## src/rtl/uart_rx_fifo.sv

```systemverilog
`default_nettype none
// ============================================================================
// Module      : uart_rx_fifo
// Description : Receive-side queue for the uart core. Detects each completed
//               reception (falling edge of the core's busy flag), captures the
//               received word with its error flag, and queues both in a
//               first-word-fall-through FIFO. The consumer reads the queue
//               through a valid/ready handshake. The block also keeps a sticky
//               overflow flag and a saturating count of errored words.
//
// Ports       : i_clk        system clock, shared with the uart core
//               i_rst        asynchronous active-high reset
//               i_rx_busy    core receiver busy flag
//               i_rx_data    core received word
//               i_rx_error   core parity / stop-bit error flag
//               o_data       head-of-queue word (valid only when o_valid=1)
//               o_data_err   error flag stored with the head word
//               o_valid      queue non-empty
//               i_ready      consumer takes the head word when o_valid=1
//               o_count      current occupancy, 0..G_DEPTH
//               o_overflow   sticky: a word was lost because the queue was full
//               o_err_count  saturating count of errored words received
//               i_clr_status synchronous clear of o_overflow / o_err_count
//
// Revision    : 1.0  initial release
// ============================================================================
module uart_rx_fifo #(
    parameter int G_WORD_WIDTH   = 8,
    parameter int G_DEPTH        = 16,
    parameter int G_DROP_ERRORED = 0
) (
    input  logic                        i_clk,
    input  logic                        i_rst,
    input  logic                        i_rx_busy,
    input  logic [G_WORD_WIDTH-1:0]     i_rx_data,
    input  logic                        i_rx_error,
    output logic [G_WORD_WIDTH-1:0]     o_data,
    output logic                        o_data_err,
    output logic                        o_valid,
    input  logic                        i_ready,
    output logic [$clog2(G_DEPTH):0]    o_count,
    output logic                        o_overflow,
    output logic [7:0]                  o_err_count,
    input  logic                        i_clr_status
);

    localparam int C_AW = $clog2(G_DEPTH);
    localparam int C_CW = C_AW + 1;
    localparam logic [C_CW-1:0] C_DEPTH   = C_CW'(G_DEPTH);
    localparam logic [7:0]      C_ERR_MAX = 8'hFF;

    // Each entry holds {error flag, data word}.
    logic [G_WORD_WIDTH:0] r_mem [G_DEPTH];

    logic                  r_busy_q;
    logic [C_AW-1:0]       r_wr_ptr;
    logic [C_AW-1:0]       r_rd_ptr;
    logic [C_CW-1:0]       r_count;
    logic                  r_overflow;
    logic [7:0]            r_err_count;

    logic                  w_completion;
    logic                  w_err_evt;
    logic                  w_push_req;
    logic                  w_pop;
    logic                  w_push;
    logic                  w_ovf_evt;

    // The core drops busy in the same cycle it updates data and error, so the
    // word is sampled on the cycle where the delayed busy is still high.
    assign w_completion = r_busy_q & ~i_rx_busy;
    assign w_err_evt    = w_completion & i_rx_error;
    assign w_push_req   = w_completion & ~((G_DROP_ERRORED != 0) & i_rx_error);

    // o_valid comes only from the registered count, so i_ready never reaches
    // o_valid combinationally. An empty queue never pops, so there is no
    // same-cycle bypass of a word being written.
    assign o_valid    = (r_count != '0);
    assign w_pop      = o_valid & i_ready;

    // A full queue still accepts a word when the head leaves in the same cycle.
    assign w_push     = w_push_req & ((r_count < C_DEPTH) | w_pop);
    assign w_ovf_evt  = w_push_req & ~w_push;

    // Completion detector and queue pointers / occupancy.
    always_ff @(posedge i_clk or posedge i_rst) begin
        if (i_rst) begin
            r_busy_q <= 1'b0;
            r_wr_ptr <= '0;
            r_rd_ptr <= '0;
            r_count  <= '0;
        end else begin
            r_busy_q <= i_rx_busy;
            if (w_push) begin
                r_wr_ptr <= r_wr_ptr + C_AW'(1);
            end
            if (w_pop) begin
                r_rd_ptr <= r_rd_ptr + C_AW'(1);
            end
            case ({w_push, w_pop})
                2'b10:   r_count <= r_count + C_CW'(1);
                2'b01:   r_count <= r_count - C_CW'(1);
                default: r_count <= r_count;
            endcase
        end
    end

    // Storage is deliberately left out of reset: stale entries are never
    // visible because o_valid gates them.
    always_ff @(posedge i_clk) begin
        if (w_push) begin
            r_mem[r_wr_ptr] <= {i_rx_error, i_rx_data};
        end
    end

    // Status: a new event in the clearing cycle wins over the clear.
    always_ff @(posedge i_clk or posedge i_rst) begin
        if (i_rst) begin
            r_overflow  <= 1'b0;
            r_err_count <= 8'd0;
        end else begin
            if (i_clr_status) begin
                r_overflow  <= w_ovf_evt;
                r_err_count <= w_err_evt ? 8'd1 : 8'd0;
            end else begin
                if (w_ovf_evt) begin
                    r_overflow <= 1'b1;
                end
                if (w_err_evt && (r_err_count != C_ERR_MAX)) begin
                    r_err_count <= r_err_count + 8'd1;
                end
            end
        end
    end

    assign o_data      = r_mem[r_rd_ptr][G_WORD_WIDTH-1:0];
    assign o_data_err  = r_mem[r_rd_ptr][G_WORD_WIDTH];
    assign o_count     = r_count;
    assign o_overflow  = r_overflow;
    assign o_err_count = r_err_count;

endmodule
`default_nettype wire

```

## config.mk

```make
export PLATFORM = sky130hd
export DESIGN_NAME = uart_rx_fifo
export DESIGN_NICKNAME = d
export VERILOG_FILES = /design/src/rtl/uart_rx_fifo.sv
export SDC_FILE = /design/constraint.sdc
export NUM_CORES = 1
export LEC_CHECK = 0
export ABC_AREA = 0
export BUFFER_PORTS_ARGS = -buffer_cell sky130_fd_sc_hd__buf_2
export CAP_MARGIN = 20
export CORE_ASPECT_RATIO = 0.8
export CORE_MARGIN = 5
export CORE_UTILIZATION = 55
export CTS_BUF_LIST = sky130_fd_sc_hd__clkbuf_4 sky130_fd_sc_hd__clkbuf_8
export DETAILED_ROUTE_END_ITERATION = 16
export PLACE_DENSITY = 0.73
export SYNTH_ARGS = -nofsm -noshare
export SYNTH_HDL_FRONTEND = slang
export SYNTH_SLANG_ARGS = --single-unit
```

## constraint.sdc

```tcl
create_clock -name i_clk -period 3.1 [get_ports i_clk]
set_clock_uncertainty 0.05 [all_clocks]
set_input_delay 0.93 -clock i_clk [delete_from_list [all_inputs] [get_ports i_clk]]
set_output_delay 0.93 -clock i_clk [all_outputs]
set_load 0.05 [all_outputs]
```

# [Word level (Yosys, flattened, before mapping)]
# Memory sizes are Yosys's and may differ from the RTL's.
# Cells that the tools add are included.
[word_totals] wordCells=37 reg_bits=23 output_inout_bits=24 mem_bits_ro=0 ramBits=144 latchBits=0 inputBits=14 n_memories=1
[memory_table] name="r_mem" depth=16 word_bits=9 rd=1 rd_clocked_by_memory_dff=0 wr=1 line="53" text="logic [G_WORD_WIDTH:0] r_mem [G_DEPTH];"
[op_classes] eq_ne=3 n_div=0 bitwise_logic=8 mux=8 mul=0 order_cmp=1 n_addsub=5 shifts=0 n_reduce_logical=5
[op_table] cell="$mux W8" count=2
[op_table] cell="$pmux W5 S2" count=1
[op_table] cell="$add A4 B1 Y4 const B" count=2
[op_table] cell="$add A8 B1 Y8 const B" count=1
[op_table] cell="$ne A8 B8 Y1 const B" count=1
[op_table] cell="$reduce_bool A2 Y1" count=3
[op_table] cell="$add A5 B1 Y5 const B" count=1
[op_table] cell="$and A1 B1 Y1" count=5
[op_table] cell="$lt A5 B5 Y1 const B" count=1
[op_table] cell="$mux W1" count=5
[op_table] cell="$reduce_bool A5 Y1" count=1
[op_table] cell="$sub A5 B1 Y5 const B" count=1
[op_table] cell="$eq A2 B1 Y1 const B" count=1
[op_table] cell="$eq A2 B2 Y1 const B" count=1
[op_table] cell="$not A1 Y1" count=2
[op_table] cell="$logic_and A1 B1 Y1" count=1
[op_table] cell="$or A1 B1 Y1" count=1

# [Depth between registers and ports, before layout]
[depth] depth_word=8 mapped_depth=11 depth_no_buf=11

# [Worst setup path before layout]
# Ideal clock, no wire load.
[synth_timing] path_kind="in2reg" start="input port i_rx_busy" end="register r_count[4], in the netlist o_count[4]" t_required_ns=2.906 path_slack_ns=0.091 n_path_buf=0 setup_time_ns=0.144 path_stages=10 t_arrival_ns=2.815 path_cell_list="nand2b_1 -> a21oi_2 -> inv_1 -> ha_1 -> ha_1 -> nor2b_1 -> o21ai_0 -> a21oi_1 -> or3b_1 -> xnor2_1"
[synth_via] elab_chain_len=5 word_cells_on_any_way=7 cone_classes="eq/ne: 2; mux: 1; bitwise: 3; reduce/logical: 1"
[synth_rtl] element="start: declaration" line="34" text="input logic i_rx_busy,"
[synth_rtl] element="$not A1 Y1 (*)" line="71" text="assign w_completion = r_busy_q & ~i_rx_busy;"
[synth_rtl] element="$and A1 B1 Y1 (*)" line="71"
[synth_rtl] element="$and A1 B1 Y1 (*)" line="82" text="assign w_push = w_push_req & ((r_count < C_DEPTH) | w_pop);"
[synth_rtl] element="$eq A2 B1 Y1 or $eq A2 B2 Y1 (tied branches)" line="100" text="case ({w_push, w_pop})"
[synth_rtl] element="$pmux W5 S2 or $reduce_bool A2 Y1 (tied branches)"
[synth_rtl] element="end signal: assignment" line="101" text="2'b10: r_count <= r_count + C_CW'(1);"
[synth_rtl] element="end signal: assignment" line="102" text="2'b01: r_count <= r_count - C_CW'(1);"
[synth_rtl] element="end signal: assignment" line="103" text="default: r_count <= r_count;"
[synth_rtl] element="end: declaration" line="58" text="logic [C_CW-1:0] r_count;"
# Mark *: on every way between the ends. The rest lies on a longest branch, timed or not.
# A chain may end at the register's enable or synchronous reset.

# [Worst setup path after layout]
[layout_timing] start="register r_rd_ptr[0]" end="output port o_data_err"
[layout_via] elab_chain_len=1
[layout_rtl] element="start: declaration" line="57" text="logic [C_AW-1:0] r_rd_ptr;"
[layout_rtl] element="start signal: assignment" line="98" text="r_rd_ptr <= r_rd_ptr + C_AW'(1);"
[layout_rtl] element="$mem_v2 Z16 W9"
[layout_rtl] element="end: declaration" line="38" text="output logic o_data_err,"
# No other way between the ends.

==> impl_metrics.toml <==
[timing]
setup_tns_ns = -0.320
rsz0062_at_grt = "true"
worstMarginPinSlew_ns = 0.896
holdWs_ns = 0.492
hold_viol = 0
fin_ws_ns = -0.0676
fmaxAchievable_mhz = 316
period_share_pct = 102
slew_headroom_pct = 40.2
setup_violations = 9
min_period_ns = 3.17
slew_viol_final = 0

[routing]
vias = 3846
vias_per_cell = 5.66
drt_iter0_drc = 341
wl_per_cell_um = 21.9
ant_nets = 0
drcViolationCount = 0
dr.pass1.iters = 5
drt-total-wl_um = 14900

[clock_network]
cts_hold_buf = 0
htreeDepth = 4
cts_root_buffer = "clkbuf_8"
cts_sinks = 167
clk_latency_ns = 0.45
cts_tree = "yes"
cts-buffers-inserted = 17
clk_pin_slew_worst_paths_ns = 0.08
clock_path_buffers = 2

[critical_path]
path_delay_family = "buffers and inverters"
start_kind = "register"
path_max_fanout = 9
worst_path_most_repeated_cell = "buf_6"
path_class = "reg -> out"
cp-end-kind = "output pin"
max_stage_delay_ns = 0.43
crit_path_start = "r_rd_ptr[0]"
path_cells = "buf_8, buf_12, buf_6, mux2i_2, a221oi_4, a22oi_2, nand2_1, buf_6"
required_ns = 2.12
timing.rr.start = "o_count[2]"
slowest_stage = "dfrtp_2"
cp_data_arrival_time_ns = 2.19
worst-path-buf-inv = 4

[global_route]
grt_max_degree = 24
grt_antenna_before_repair = 0
grt_pass1_vias = 3933
overflow = 0
grt_pass1_wl_um = 23000
grtUsageTotal_pct = 21.6

[pwr]
power_w = 0.00801
p_switching_w = 0.00289
p_per_area_nw_per_um2 = 964
p_leak_nw = 3.02
power_frac_seq_pct = 34.6
peakVddDrop_mv = 0.647
swShare_pct = 36.1
p_int_w = 0.00511
clkPwrFrac_pct = 22.1
p_comb_share_pct = 43.3

[floorplan]
die_y_um = 110
initial_utilization_pct = 56.4
core_um2 = 12200
dieArea_um2 = 14900
die_width_um = 135
rows = 36
ios = 38

[synth]
async_flop_share_pct = 13.8
ys_seq_area_share_pct = 71.2
netlist.top_cell.by_area = "edfxtp_1"
synth_top_area_share_pct = 62.8
yosysMostFrequentCell = "edfxtp_1"
yosys-top-cells-area = "edfxtp_1, dfrtp_1, mux4_2, mux2i_1, ha_1"
ys_ff_latch = 167
syn-cell-area_um2 = 6880
synth_cell_types = 39
syn_avg_cell_area_um2 = 16.8
yosys_warnings = 0
synth_nets = 435
yosys-top-cells-count = "edfxtp_1, mux2i_1, dfrtp_1, nand2_1, o21ai_0"
ys.flop_type = "edfxtp_1"
postSynthCellCount = 410
synth_edf_count = 144

[place]
gp_congestion = 0.784
post-dp-hpwl_um = 9160
place_inst = 627
port_buffers = 37
pre_cts_ws_ns = 0.0461

[cells_and_area]
drive_above_1_share_pct = 34.1
nets = 520
syn_to_final_growth_pct = 20.7
final_cells = 679
n_antenna_cell = 0

[status]
status = "finished with violations"
violations = "setup timing"

[job]
cap_violations = 0

[worst_hold_path]
worstHoldStart = "o_count[0]"
min_path_type = "reg -> reg"
kinds of logic after synthesis:
logic type               synth area share [%]
AND/OR/NAND/NOR                          4.80
XOR/XNOR                                 1.78
multiplexers                             11.7
flip-flops                               71.2
buffers and inverters                    2.33
AO/OA/AOI/OAI                            6.07
adder cells (fa/ha/maj)                  2.11
worst register-to-register path: stages, from the launching register on:
cell and delay, ns:
dfrtp_1 0.43, nor3_1 0.26, a21oi_1 0.13, ha_1 0.26
ha_1 0.33, nor2b_1 0.14, o21ai_0 0.20, a21oi_1 0.10
or3b_1 0.37, xnor2_1 0.13
worst paths after layout:
check,to,slack (ns),depth (start not counted)
worst max-delay path,o_data_err,-0.07,8
worst min-delay path,o_count[0],0.49,1
worst max register to register,o_count[4],0.59,9
worst min register to register,o_count[0],0.49,1
max in group asynchronous,r_rd_ptr[0],1.78,2
min in group asynchronous,r_wr_ptr[0],0.61,2
placed cells by master (no fill, tap or decap), types with 3 or more instances in the layout:
master / instances
mux4_2: 18
nand2b_1: 3
mux2i_2: 5
a21oi_1: 9
buf_6: 12
xor2_1: 3
buf_16: 3
a221oi_2: 7
buf_2: 28
a22oi_2: 4
nand3_1: 4
nor2_1: 20
o21ai_1: 14
bufinv_16: 5
nand4_1: 3
buf_4: 33
o21ai_0: 8
mux2_2: 10
nor3_1: 7
ha_1: 10
clkinvlp_4: 3
clkbuf_8: 17
buf_12: 4
xnor2_1: 11
nand2_1: 22
edfxtp_1: 144
buf_8: 4
a22oi_1: 5
inv_6: 4
mux2i_1: 23
a21oi_2: 5
dfrtp_1: 22
inv_1: 12
stage by stage:
stage	cell area, um2	util, %
3_3_place_gp	7400	60.6
3_5_place_dp	7400	60.6
4_1_cts	8200	67.1
6_report	8310	68.1
2_1_floorplan	6880	-
5_1_grt	8310	68.1
power by group through the flow:
stage / registers [W] / clock network, W / logic [W]
floorplan: 0.00287 / 0 / 0.00193
global placement: 0.00282 / 0 / 0.00259
detailed placement: 0.00283 / 0 / 0.00263
CTS: 0.00277 / 0.00180 / 0.00328
global route: 0.00280 / 0.00191 / 0.00369
finish: 0.00277 / 0.00177 / 0.00346
repair_timing:
action | 4_1_cts | 5_1_grt
setup endpoints to repair | 9 | 9
buffers inserted | 11 | 6
gates cloned | 3 | 0
gates resized for setup | 52 | 22
pin swaps | 15 | 14
sequential cells by signal, summed over array words and instances, names as in the netlist:
name and count:
r_rd_ptr 4, o_count 5, r_busy_q 1, o_overflow 1
r_wr_ptr 4, r_mem 144, o_err_count 8
area by class of cell:
type | instances | area, um2
timing repair buffer | 84 | 746
tap | 171 | 214
clock inverter | 14 | 220
inverter | 12 | 45.0
fill | 784 | 3900
clock buffer | 18 | 241
multi-input combinational | 213 | 1940
sequential | 167 | 4900
layer usage:
metal | wire [um] | GRT usage (%) | vias to the layer above | share of wire, %
li1 | - | - | 1749 | -
met1 | 6440 | 30.2 | 1938 | 43
met2 | 7100 | 33.4 | 145 | 48
met3 | 1120 | 6.17 | 14 | 7.5
met4 | 205 | 6.76 | 0 | 1.4
met5 | 0 | 0 | - | 0
(Power assumes the default switching activity.)
